==> config.mk <==
export PLATFORM = sky130hd
export DESIGN_NAME = pipeline_ctrl
export DESIGN_NICKNAME = d
export VERILOG_FILES = /design/src/rtl/pipe_pkg.sv /design/src/rtl/perf_counter.sv /design/src/rtl/pipeline_ctrl.sv
export SDC_FILE = /design/constraint.sdc
export NUM_CORES = 1
export LEC_CHECK = 0
export CORE_UTILIZATION = 55
export DETAILED_ROUTE_END_ITERATION = 12
export GPL_ROUTABILITY_DRIVEN = 0
export GPL_TIMING_DRIVEN = 0
export PLACE_DENSITY_LB_ADDON = 0.05
export SLEW_MARGIN = 20
export SYNTH_ARGS = -nofsm -noshare
export SYNTH_HDL_FRONTEND = slang
export SYNTH_SLANG_ARGS = --single-unit
==> constraint.sdc <==
create_clock -name clk -period 5 [get_ports clk]
set_input_delay 1 -clock clk [delete_from_list [all_inputs] [get_ports clk]]
set_output_delay 1 -clock clk [all_outputs]
set_load 0.01 [all_outputs]
==> src/rtl/pipe_pkg.sv <==
// Shared definitions for the pipeline control block: FSM encoding,
// default mul/div latency and a saturating down-count helper.
package pipe_pkg;

    typedef enum logic {
        RUN     = 1'b0,
        MD_BUSY = 1'b1
    } pipe_state_e;

    localparam int MD_LATENCY_DEF = 32;

    // Decrement an 8-bit count, holding at zero instead of wrapping.
    function automatic logic [7:0] sat_dec(input logic [7:0] value);
        logic [7:0] result;
        if (value == 8'd0) begin
            result = 8'd0;
        end else begin
            result = value - 8'd1;
        end
        return result;
    endfunction

endpackage

==> src/rtl/perf_counter.sv <==
// Free-running event counter with synchronous clear and increment enable.
// Wraps modulo 2^CNT_W.
module perf_counter #(
    parameter int CNT_W = 32
) (
    input  logic             clk,
    input  logic             clr,
    input  logic             inc,
    output logic [CNT_W-1:0] cnt
);

    // Count qualifying events; clear has priority over increment.
    always_ff @(posedge clk) begin
        if (clr) begin
            cnt <= '0;
        end else if (inc) begin
            cnt <= cnt + CNT_W'(1);
        end else begin
            cnt <= cnt;
        end
    end

endmodule

==> src/rtl/pipeline_ctrl.sv <==
// Pipeline stall/flush controller. Decodes memory waits, multi-cycle
// mul/div occupancy, load-use hazards and taken jumps into per-stage
// register enables and bubble inserts, and counts stall/flush cycles.
// The enables/flushes are decoded from the current-cycle requests so the
// stage registers react in the same cycle the condition is seen.
module pipeline_ctrl
    import pipe_pkg::*;
#(
    parameter int MD_LATENCY = MD_LATENCY_DEF,
    parameter int CNT_W      = 32
) (
    input  logic             clk,
    input  logic             rst,
    input  logic             hazard_stall,
    input  logic             ID_jumpTaken,
    input  logic             EX_mdStart,
    input  logic             MEM_memReq,
    input  logic             mem_ready,
    output logic             PC_en,
    output logic             IFID_en,
    output logic             IDEX_en,
    output logic             EXMEM_en,
    output logic             MEMWB_en,
    output logic             IFID_flush,
    output logic             IDEX_flush,
    output logic             EXMEM_flush,
    output logic             MEMWB_flush,
    output logic             md_done,
    output logic [CNT_W-1:0] stall_cnt,
    output logic [CNT_W-1:0] flush_cnt
);

    localparam logic [7:0] MD_LOAD = 8'(MD_LATENCY - 1);

    pipe_state_e state_r;
    logic [7:0]  md_cnt_r;
    logic        memwait_s;
    logic        md_start_s;
    logic        md_done_s;

    assign memwait_s  = MEM_memReq & ~mem_ready;
    assign md_start_s = (state_r == RUN) & EX_mdStart & ~memwait_s;
    assign md_done_s  = (state_r == MD_BUSY) & (md_cnt_r == 8'd0) & ~memwait_s;

    // FSM: track mul/div occupancy and its remaining busy cycles.
    always_ff @(posedge clk) begin
        if (rst) begin
            state_r  <= RUN;
            md_cnt_r <= 8'd0;
        end else begin
            case (state_r)
                RUN: begin
                    if (md_start_s) begin
                        state_r  <= MD_BUSY;
                        md_cnt_r <= MD_LOAD;
                    end else begin
                        state_r  <= RUN;
                        md_cnt_r <= md_cnt_r;
                    end
                end
                MD_BUSY: begin
                    md_cnt_r <= sat_dec(md_cnt_r);
                    if (md_done_s) begin
                        state_r <= RUN;
                    end else begin
                        state_r <= MD_BUSY;
                    end
                end
                default: begin
                    state_r  <= RUN;
                    md_cnt_r <= 8'd0;
                end
            endcase
        end
    end

    // Output decode: reset, then memory wait, then mul/div freeze, then
    // normal flow with hazard stall taking precedence over a taken jump.
    always_comb begin
        PC_en       = 1'b1;
        IFID_en     = 1'b1;
        IDEX_en     = 1'b1;
        EXMEM_en    = 1'b1;
        MEMWB_en    = 1'b1;
        IFID_flush  = 1'b0;
        IDEX_flush  = 1'b0;
        EXMEM_flush = 1'b0;
        MEMWB_flush = 1'b0;
        md_done     = 1'b0;
        if (rst) begin
            PC_en       = 1'b0;
            IFID_en     = 1'b0;
            IDEX_en     = 1'b0;
            EXMEM_en    = 1'b0;
            MEMWB_en    = 1'b0;
            IFID_flush  = 1'b1;
            IDEX_flush  = 1'b1;
            EXMEM_flush = 1'b1;
            MEMWB_flush = 1'b1;
        end else if (memwait_s) begin
            // Whole pipe holds; the access in MEM is not retired yet.
            PC_en       = 1'b0;
            IFID_en     = 1'b0;
            IDEX_en     = 1'b0;
            EXMEM_en    = 1'b0;
            MEMWB_en    = 1'b0;
            MEMWB_flush = 1'b1;
        end else if (md_start_s || ((state_r == MD_BUSY) && !md_done_s)) begin
            // Front end holds behind the mul/div; older work drains.
            PC_en       = 1'b0;
            IFID_en     = 1'b0;
            IDEX_en     = 1'b0;
            EXMEM_en    = 1'b0;
            EXMEM_flush = 1'b1;
        end else begin
            md_done = md_done_s;
            if (hazard_stall) begin
                PC_en      = 1'b0;
                IFID_en    = 1'b0;
                IDEX_en    = 1'b0;
                IDEX_flush = 1'b1;
            end else if (ID_jumpTaken) begin
                IFID_en    = 1'b0;
                IFID_flush = 1'b1;
            end else begin
                PC_en = 1'b1;
            end
        end
    end

    perf_counter #(.CNT_W(CNT_W)) u_stall_cnt (
        .clk (clk),
        .clr (rst),
        .inc (~PC_en),
        .cnt (stall_cnt)
    );

    perf_counter #(.CNT_W(CNT_W)) u_flush_cnt (
        .clk (clk),
        .clr (rst),
        .inc (IFID_flush | IDEX_flush),
        .cnt (flush_cnt)
    );

endmodule

==> impl_metrics.csv, run 1 <==
group,metric,value,unit
worst_hold_path,min_from,"u_stall_cnt.cnt[31]",
floorplan,core_area,6530,µm²
pwr,power,1.35,mW
cts,post_cts_buffers,0,
sta,rsz0062_at_grt,"false",
sta,fin_skew,0.00677,ns
synthesis,async_reset_ff_share,0,%
synthesis,yosysTopAreaCell,"dfxtp_1",
floorplan,fp.dieW,85.2,µm
synthesis,synthCells,456,
route,drc,0,
global_routing,grt-ovfl-total,0,
global_routing,grt_pass1_wl,16700,µm
global_routing,grt_pass1_vias,3649,
cts,insertion_delay,0.35,ns
flow_run,max_cap_violations,0,
synthesis,synthFlopType,"dfxtp_1",
route,drt_iter0_drc,153,
global_routing,grt_max_degree,14,
floorplan,rows,29,
setup_path,crit_arrival,3.39,ns
cts,cts_hold_buf,0,
floorplan,ios,81,
synthesis,synth_common_cells,"dfxtp_1, a21oi_1, nand2_1, nor2_1, or4_1",
route,vias,3921,
synthesis,synth_area_leaders,"dfxtp_1, a21oi_1, or4_1",
sta,fmax,228,MHz
route,post_drt_wl_per_cell,16.2,µm
finish,syn2layout_area_growth,29.9,%
placed_design,portBuffers,79,
synthesis,yosysWarnings,0,
pwr,power_density,272,nW/µm²
pwr,power_frac_comb,11.3,%
synthesis,yosysTopAreaCellShare,38.4,%
route,postRouteAntennaNets,0,
synthesis,synth-edff-count,0,
placed_design,hpwlAfterDp,7120,µm
sta,fin_crit_sh,87.8,%
synthesis,synth_most_common_cell,"dfxtp_1",
sta,maxSlewViolCount,0,
sta,finalSetupViolCount,0,
route,wirelength,10100,µm
synthesis,synth_nets,467,
cts,clkSlewWorstSetupHoldPaths,0.08,ns
global_routing,track_usage,28.4,%
setup_path,end_kind,"output pin",
synthesis,syn_avg_cell_area,8.35,µm²
cts,cts.htree.levels,3,
setup_path,cp-start-kind,"primary input",
pwr,switching_power,0.344,mW
finish,fin_nets,557,
setup_path,critPathMaxFanout,11,
synthesis,ys_ff_latch,73,
cts,clock_sinks,73,
sta,period_needed,4.39,ns
setup_path,regToRegStartpoint,"md_cnt_r[0]",
sta,setup-tns-final,0,ns
finish,diodes,0,
finish,drive_gt1_share,8.53,%
run_status,status,"finished, final reports clean",
setup_path,crit_start,"mem_ready",
cts,cts_tree,"done",
worst_hold_path,hold_path_class,"flip-flop to flip-flop",
synthesis,yosysUniqueCellTypes,52,
cts,cts_made_buffers,9,
pwr,p_leak,1.53,nW
global_routing,grt_antenna_before_repair,0,
pwr,swShare,25.5,%
pwr,irDropWorstVdd,227,µV
synthesis,syn-cell-area,3810,µm²
cts,root_buffer,"clkbuf_8",
synthesis,yosysSeqAreaShare,38.4,%
sta,tightest_slew,0.766,ns
pwr,intPower,1.00,mW
cts,cts_resized,0,
setup_path,crit_required,4.00,ns
pwr,pwr-share-seq,45.5,%
sta,relSlewSlack,48.5,%
sta,hold_viol,0,
cts,cts_buffer_depth,2,
floorplan,initial_core_util,58.3,%
setup_path,critPathKind,"primary input to output pin",
pwr,p_clk_share,43.2,%
floorplan,die_area,7260,µm²
route,firstDrtPassIters,5,
route,avgViaCountPerCell,6.24,
floorplan,die_h,85.2,µm
## worst max-delay path, stage by stage
cell             delay (ns)
clkdlybuf4s50_1        0.42
nand2b_2               0.24
a21o_1                 0.29
a211oi_4               0.42
buf_6                  0.20
buf_6                  0.15
nor2b_1                0.14
clkdlybuf4s50_1        0.54
## registers in the layout, summed over array words and instances, names as in the netlist
register         flops
u_flush_cnt.cnt     32
u_stall_cnt.cnt     32
md_cnt_r             8
state_r              1
## power by group through the flow
stage	sequential, mW	combinational, mW	clock (mW)
finish	0.614	0.152	0.582
detailed placement	0.626	0.148	0
floorplan	0.624	0.0967	0
global placement	0.626	0.144	0
CTS	0.613	0.151	0.584
global route	0.616	0.165	0.611
## cells in the final DEF, fill, tap and decap left out, types with 18 or more instances in the layout
cell type,count
or4_1,27
nand2_1,33
a21oi_1,56
clkdlybuf4s50_1,79
nand3_1,24
dfxtp_1,73
or3_1,19
o31ai_1,26
nand4_1,22
o21ai_0,18
nor2_1,32
## per-layer routing
metal / track usage, % / routed length [µm] / vias to the layer above
li1: - / - / 1907
met1: 35.1 / 4470 / 1864
met2: 48.2 / 4990 / 134
met3: 3.99 / 501 / 16
met4: 14.5 / 183 / 0
met5: 0 / 0 / -
## path summary, 6_finish.rpt
kind / end / cells after the start / slack (ns)
hold / removal: u_stall_cnt.cnt[31] / 2 / 0.48
hold reg to reg: u_stall_cnt.cnt[31] / 2 / 0.48
setup / recovery: IFID_en / 8 / 0.61
setup reg to reg: u_stall_cnt.cnt[17] / 8 / 2.62
## cells by family (layout without fill, tap and decap cells)
kind of cell / count (synthesis) / count (layout) / share of synthesized area, %
multiplexers: 3 / 3 / 0.854
XOR/XNOR: 14 / 14 / 3.22
buffers and inverters: 37 / 132 / 4.89
adder cells (fa/ha/maj): 4 / 4 / 1.31
flip-flops: 73 / 73 / 38.4
AO/OA/AOI/OAI: 117 / 117 / 18.7
AND/OR/NAND/NOR: 208 / 208 / 32.6
## layout make-up
class	instances	area, µm²
Clock inverter	6	114
Fill cell	496	1580
Multi-Input combinational cell	346	2160
Tap cell	77	96.3
Inverter	9	33.8
Buffer	28	153
Clock buffer	10	138
Sequential cell	73	1460
Timing Repair Buffer	79	791
## through the flow
stage	setup WS (ns)	cells	instance area (µm²)	utilization (%)	hold WS, ns
after floorplan	1.68	456	3810	-	0.494
after global placement	0.617	612	4700	71.9	0.463
after detailed placement	0.608	612	4700	71.9	0.477
after CTS	0.595	628	4950	75.7	0.488
after global routing	0.487	628	4950	75.7	0.505
final	0.608	628	4950	75.7	0.481
No activity file was read; power rests on OpenSTA's default activity.
==> run 2: changes to the inputs <==
==> constraint.sdc (replaced) <==
create_clock -name clk -period 5.07 [get_ports clk]
set_input_delay 1.014 -clock clk [delete_from_list [all_inputs] [get_ports clk]]
set_output_delay 1.014 -clock clk [all_outputs]
set_load 0.01 [all_outputs]
==> results of run 2 <==
Same layout as run 1 (identical final DEF). Status: finished, final reports clean.
Among the figures that moved: setup slack after placement 0.608 ns -> 0.650 ns; setup slack after layout 0.608 ns -> 0.650 ns; register-to-register setup slack 2.62 ns -> 2.69 ns; total power 1.35 mW -> 1.33 mW; worst IR drop on VDD 227 µV -> 224 µV
==> run 3: changes to the inputs <==
--- a/config.mk
+++ b/config.mk
@@ -5,10 +5,12 @@
 export SDC_FILE = /design/constraint.sdc
 export NUM_CORES = 1
 export LEC_CHECK = 0
+export CAP_MARGIN = 20
 export CORE_UTILIZATION = 55
 export DETAILED_ROUTE_END_ITERATION = 12
 export GPL_ROUTABILITY_DRIVEN = 0
 export GPL_TIMING_DRIVEN = 0
+export MAX_ROUTING_LAYER = met4
 export PLACE_DENSITY_LB_ADDON = 0.05
 export SLEW_MARGIN = 20
 export SYNTH_ARGS = -nofsm -noshare
==> run 3 against run 2 <==
Compared with the run above: clock power about the same; design area unchanged; die area unchanged; worst hold slack about the same; sequential power about the same; largest cell class unchanged; clock-buffer cell count unchanged; maximum frequency about the same; flip-flop and latch count unchanged; critical endpoint unchanged; core utilization unchanged; non-clock buffer count unchanged.
==> impl_metrics.csv, run 3 (same netlist as run 1, synthesis figures left out) <==
group,metric,value,unit
cts,cts_resized,0,
route,wirelength,10200,µm
worst_hold_path,min_from,"u_stall_cnt.cnt[31]",
finish,top_regs,"u_flush_cnt.cnt x32, u_stall_cnt.cnt x32, md_cnt_r x8",
pwr,pwr-share-seq,45.5,%
cts,cts_made_buffers,9,
finish,layout_common_cells,"clkdlybuf4s50_1, dfxtp_1, a21oi_1",
setup_path,critPathMaxFanout,11,
finish,drive_gt1_share,8.53,%
global_routing,grt_max_degree,14,
global_routing,track_usage,29.2,%
cts,insertion_delay,0.35,ns
sta,hold_viol,0,
route,drt_iter0_drc,148,
floorplan,ios,81,
floorplan,die_area,7260,µm²
cts,cts_buffer_depth,2,
worst_hold_path,hold_end,"u_stall_cnt.cnt[31]",
worst_hold_path,holdPathStages,2,
setup_path,r2r-end,"u_stall_cnt.cnt[17]",
pwr,intPower,0.990,mW
setup_path,regToRegStartpoint,"md_cnt_r[0]",
route,firstDrtPassIters,4,
pwr,p_leak,1.53,nW
finish,syn2layout_area_growth,29.9,%
floorplan,fp.dieW,85.2,µm
pwr,irDropWorstVdd,224,µV
sta,period_needed,4.42,ns
setup_path,cp-start-kind,"primary input",
setup_path,reg2regPathDepth,8,
flow_run,max_cap_violations,0,
route,postRouteAntennaNets,0,
setup_path,crit_arrival,3.41,ns
setup_path,r2r_slack,2.70,ns
cts,post_cts_buffers,0,
route,drc,0,
cts,cts_tree,"done",
setup_path,critPathKind,"primary input to output pin",
finish,diodes,0,
finish,final_common_cell,"clkdlybuf4s50_1",
sta,maxSlewViolCount,0,
finish,final_cell_area,4950,µm²
finish,nFillCells,496,
global_routing,grt-ovfl-total,0,
placed_design,post-place-ws,0.650,ns
cts,cts_hold_buf,0,
global_routing,grt_antenna_before_repair,0,
placed_design,placed_area,4700,µm²
sta,layout_setup_ws,0.647,ns
global_routing,grt_pass1_vias,3643,
floorplan,die_h,85.2,µm
sta,fin_crit_sh,87.2,%
pwr,power_frac_comb,11.2,%
finish,fin_nets,557,
pwr,switching_power,0.341,mW
cts,root_buffer,"clkbuf_8",
pwr,p_clk_share,43.3,%
sta,finalSetupViolCount,0,
sta,setup-tns-final,0,ns
run_status,status,"finished, final reports clean",
global_routing,grt_pass1_wl,16700,µm
sta,relSlewSlack,48.5,%
placed_design,hpwlAfterDp,7120,µm
route,post_drt_wl_per_cell,16.2,µm
cts,clock_sinks,73,
pwr,power_density,269,nW/µm²
route,avgViaCountPerCell,6.26,
sta,tightest_slew,0.766,ns
finish,utilization,75.7,%
sta,rsz0062_at_grt,"false",
floorplan,rows,29,
placed_design,portBuffers,79,
setup_path,crit_required,4.06,ns
sta,fin_skew,0.0103,ns
cts,cts.htree.levels,3,
worst_hold_path,hold_path_class,"flip-flop to flip-flop",
floorplan,initial_core_util,58.3,%
cts,clkSlewWorstSetupHoldPaths,0.08,ns
floorplan,core_area,6530,µm²
sta,fmax,226,MHz
sta,holdWs,0.482,ns
setup_path,end_kind,"output pin",
pwr,swShare,25.6,%
route,vias,3929,
-- run 3: cell counts in the layout (fill, tap and decap cells not counted) --
Identical to the previous run, type by type.
-- run 3: layout make-up --
class	instances	area (µm²)	share of cell area, %
buffer	28	153	3.09
clock buffer	10	138	2.78
clock inverter	6	114	2.30
inverter	9	33.8	0.683
multi-input combinational	346	2160	43.7
sequential	73	1460	29.5
tap	77	96.3	1.95
timing repair buffer	79	791	16.0
-- run 3: per-layer routing --
metal  track usage (%)  vias to the layer above  routed length, µm
met5                 -                        -                  0
met1              35.1                     1853               4450
met3              4.86                       20                550
met2              48.2                      153               4960
li1                  -                     1903                  -
met4              13.3                        0                224
-- run 3: worst max-delay path, stage by stage --
cell and delay [ns]:
clkdlybuf4s50_1 0.42, nand2b_2 0.24, a21o_1 0.29, a211oi_4 0.42
buf_6 0.20, buf_6 0.15, nor2b_1 0.14, clkdlybuf4s50_1 0.54
-- run 3: power by group through the flow --
| stage | Clock [mW] | Combinational [mW] | Sequential, mW |
|---|---|---|---|
| 3_3_place_gp | 0 | 0.142 | 0.617 |
| 3_5_place_dp | 0 | 0.146 | 0.617 |
| 6_report | 0.576 | 0.149 | 0.605 |
| 5_1_grt | 0.603 | 0.162 | 0.607 |
| 2_1_floorplan | 0 | 0.0954 | 0.615 |
| 4_1_cts | 0.576 | 0.149 | 0.604 |
-- run 3: through the flow --
| step | cells | power, mW |
|---|---|---|
| final | 628 | 1.33 |
| after global routing | 628 | 1.37 |
| after CTS | 628 | 1.33 |
| after detailed placement | 612 | 0.764 |
| after global placement | 612 | 0.759 |
| after floorplan | 456 | 0.711 |
-- run 3: worst max path at each step --
stage / from / endpoint / depth (start not counted)
2_1_floorplan: mem_ready / IFID_en / 6
3_5_place_dp: mem_ready / IFID_en / 8
4_1_cts: mem_ready / IFID_en / 8
5_1_grt: mem_ready / IFID_en / 8
3_3_place_gp: mem_ready / IFID_en / 8
6_report: mem_ready / IFID_en / 8
==> edit: new RTL, config.mk and constraints of run 3 <==
Make the reset (`rst`) asynchronous in one clocked block.
--- a/src/rtl/pipeline_ctrl.sv
+++ b/src/rtl/pipeline_ctrl.sv
@@ -44,5 +44,5 @@
 
     // FSM: track mul/div occupancy and its remaining busy cycles.
-    always_ff @(posedge clk) begin
+    always_ff @(posedge clk or posedge rst) begin
         if (rst) begin
             state_r  <= RUN;
Check against the original RTL: no difference found for any inputs over 10 cycles, from zero or initial values and one cycle with rst high; that may be too few to reach the edited logic, so the function may still have changed.
==> edit against run 3 <==
- cell area down 1.4%
- synthesized cell count up 0.66%
- first-iteration DRC count up 39%
- non-clock buffer count down 5
- sequential cell count unchanged
- worst setup slack worse by 100 ps
- area after synthesis down 0.53%
- sequential share of layout area up 1.3 points
- clock skew down 1.9 ps
- power up 0.88%
- routed wire length down 0.17%
- sequential power up 9.1%
- critical path type unchanged
- critical endpoint is now PC_en
- largest cell class unchanged
- largest power group unchanged
==> edit: results <==
{
  "wl_per_cell_um": 16.1,
  "dpl.hpwl_um": 7190,
  "regToRegSetupSlack_ps": 2430,
  "critPathMaxFanout": 10,
  "grt_pass1_wl_um": 16400,
  "grt_use_total": 0.289,
  "skew_ps": 8.44,
  "irDropWorstVdd_mv": 0.170,
  "hp-start": "u_flush_cnt.cnt[31]",
  "htreeDepth": 3,
  "portBuffers": 80,
  "met3_length_um": 548,
  "synthTopCellsByArea": "dfxtp_1 (34%), a21oi_1 (6.6%), dfrtp_1 (5.9%), o31ai_1 (4.4%), nor2_1 (4.1%)",
  "vias_per_cell": 6.22,
  "reg2reg_from": "md_cnt_r[0]",
  "dr_wl_met2_um": 4830,
  "relSlewSlack": 0.484,
  "cts_setup_buffers": 0,
  "grt_max_degree": 17,
  "syn-num-nets": 470,
  "crit_start": "MEM_memReq",
  "cp_slowest_cell": "nor3_2",
  "arrival_ps": 3510,
  "outcome": "complete, no violations",
  "post-place-ws_ps": 226,
  "leakage_nw": 1.56,
  "layout.nets": 561,
  "synth_cell_types": 47,
  "m1WireLength_um": 4700,
  "grt_pass1_vias": 3545,
  "synthArstFlopShare": 0.123,
  "max_freq_mhz": 221
}
edit: changes by cell type in the layout (fill, tap and decap cells not counted), moves of 9 or more:
cell            run 3  this run
inv_1               9        22
xnor2_1             5        17
dfrtp_1             0         9
dfxtp_1            73        64
nor2_1             32        41
o21ai_0            18        27
edit: worst paths after layout:
path | cells after the start | to
max in group asynchronous | 3 | md_cnt_r[0]
min reg2reg | 2 | u_flush_cnt.cnt[31]
max reg2reg | 9 | u_flush_cnt.cnt[16]
min in group asynchronous | 3 | md_cnt_r[3]
min | 2 | u_flush_cnt.cnt[31]
max | 8 | PC_en
edit: power by group through the flow:
stage / clock [W] / sequential, W / combinational [W]
after floorplan: 0 / 0.000661 / 0.000166
after global placement: 0 / 0.000669 / 0.000222
after detailed placement: 0 / 0.000671 / 0.000231
after CTS: 0.000447 / 0.000658 / 0.000234
after global routing: 0.000478 / 0.000666 / 0.000262
final: 0.000447 / 0.000660 / 0.000236
edit: worst register-to-register path, cell delays in order (launching register included):
cell and delay (ps):
dfrtp_1 410, inv_1 140, ha_1 220, or4b_4 530
nor2_8 170, a31oi_4 170, buf_6 190, clkbuf_1 240
o31ai_1 350, a21oi_1 100
edit: area by class of cell:
type | instances | area (um2)
multi-input cells | 341 | 2090
flip-flops and latches | 73 | 1510
plain buffers | 22 | 106
clock inverters | 6 | 58.8
fillers | 541 | 1620
repair buffers | 80 | 801
well taps | 77 | 96.3
clock buffers | 10 | 128
inverters | 23 | 86.3
edit: cell families (layout without fill, tap and decap cells):
kind of cell	after synthesis	after routing	share of synthesized area
AND/OR/NAND/NOR	179	179	0.254
AO/OA/AOI/OAI	139	139	0.240
buffers and inverters	45	141	0.0509
XOR/XNOR	19	19	0.0439
adder cells (fa/ha/maj)	4	4	0.0132
flip-flops	73	73	0.398
edit: layer usage:
layer  up-vias  track usage
met1      1903        0.372
met3         8       0.0632
met4         0       0.0755
met2       132        0.462
li1       1889            -
met5         -            -
edit: through the flow:
stage	hold slack, ps	instances	instance area (um2)
after floorplan	470	459	3790
after global placement	467	616	4690
after detailed placement	481	616	4690
after CTS	495	632	4870
after global routing	516	632	4880
final	492	632	4880
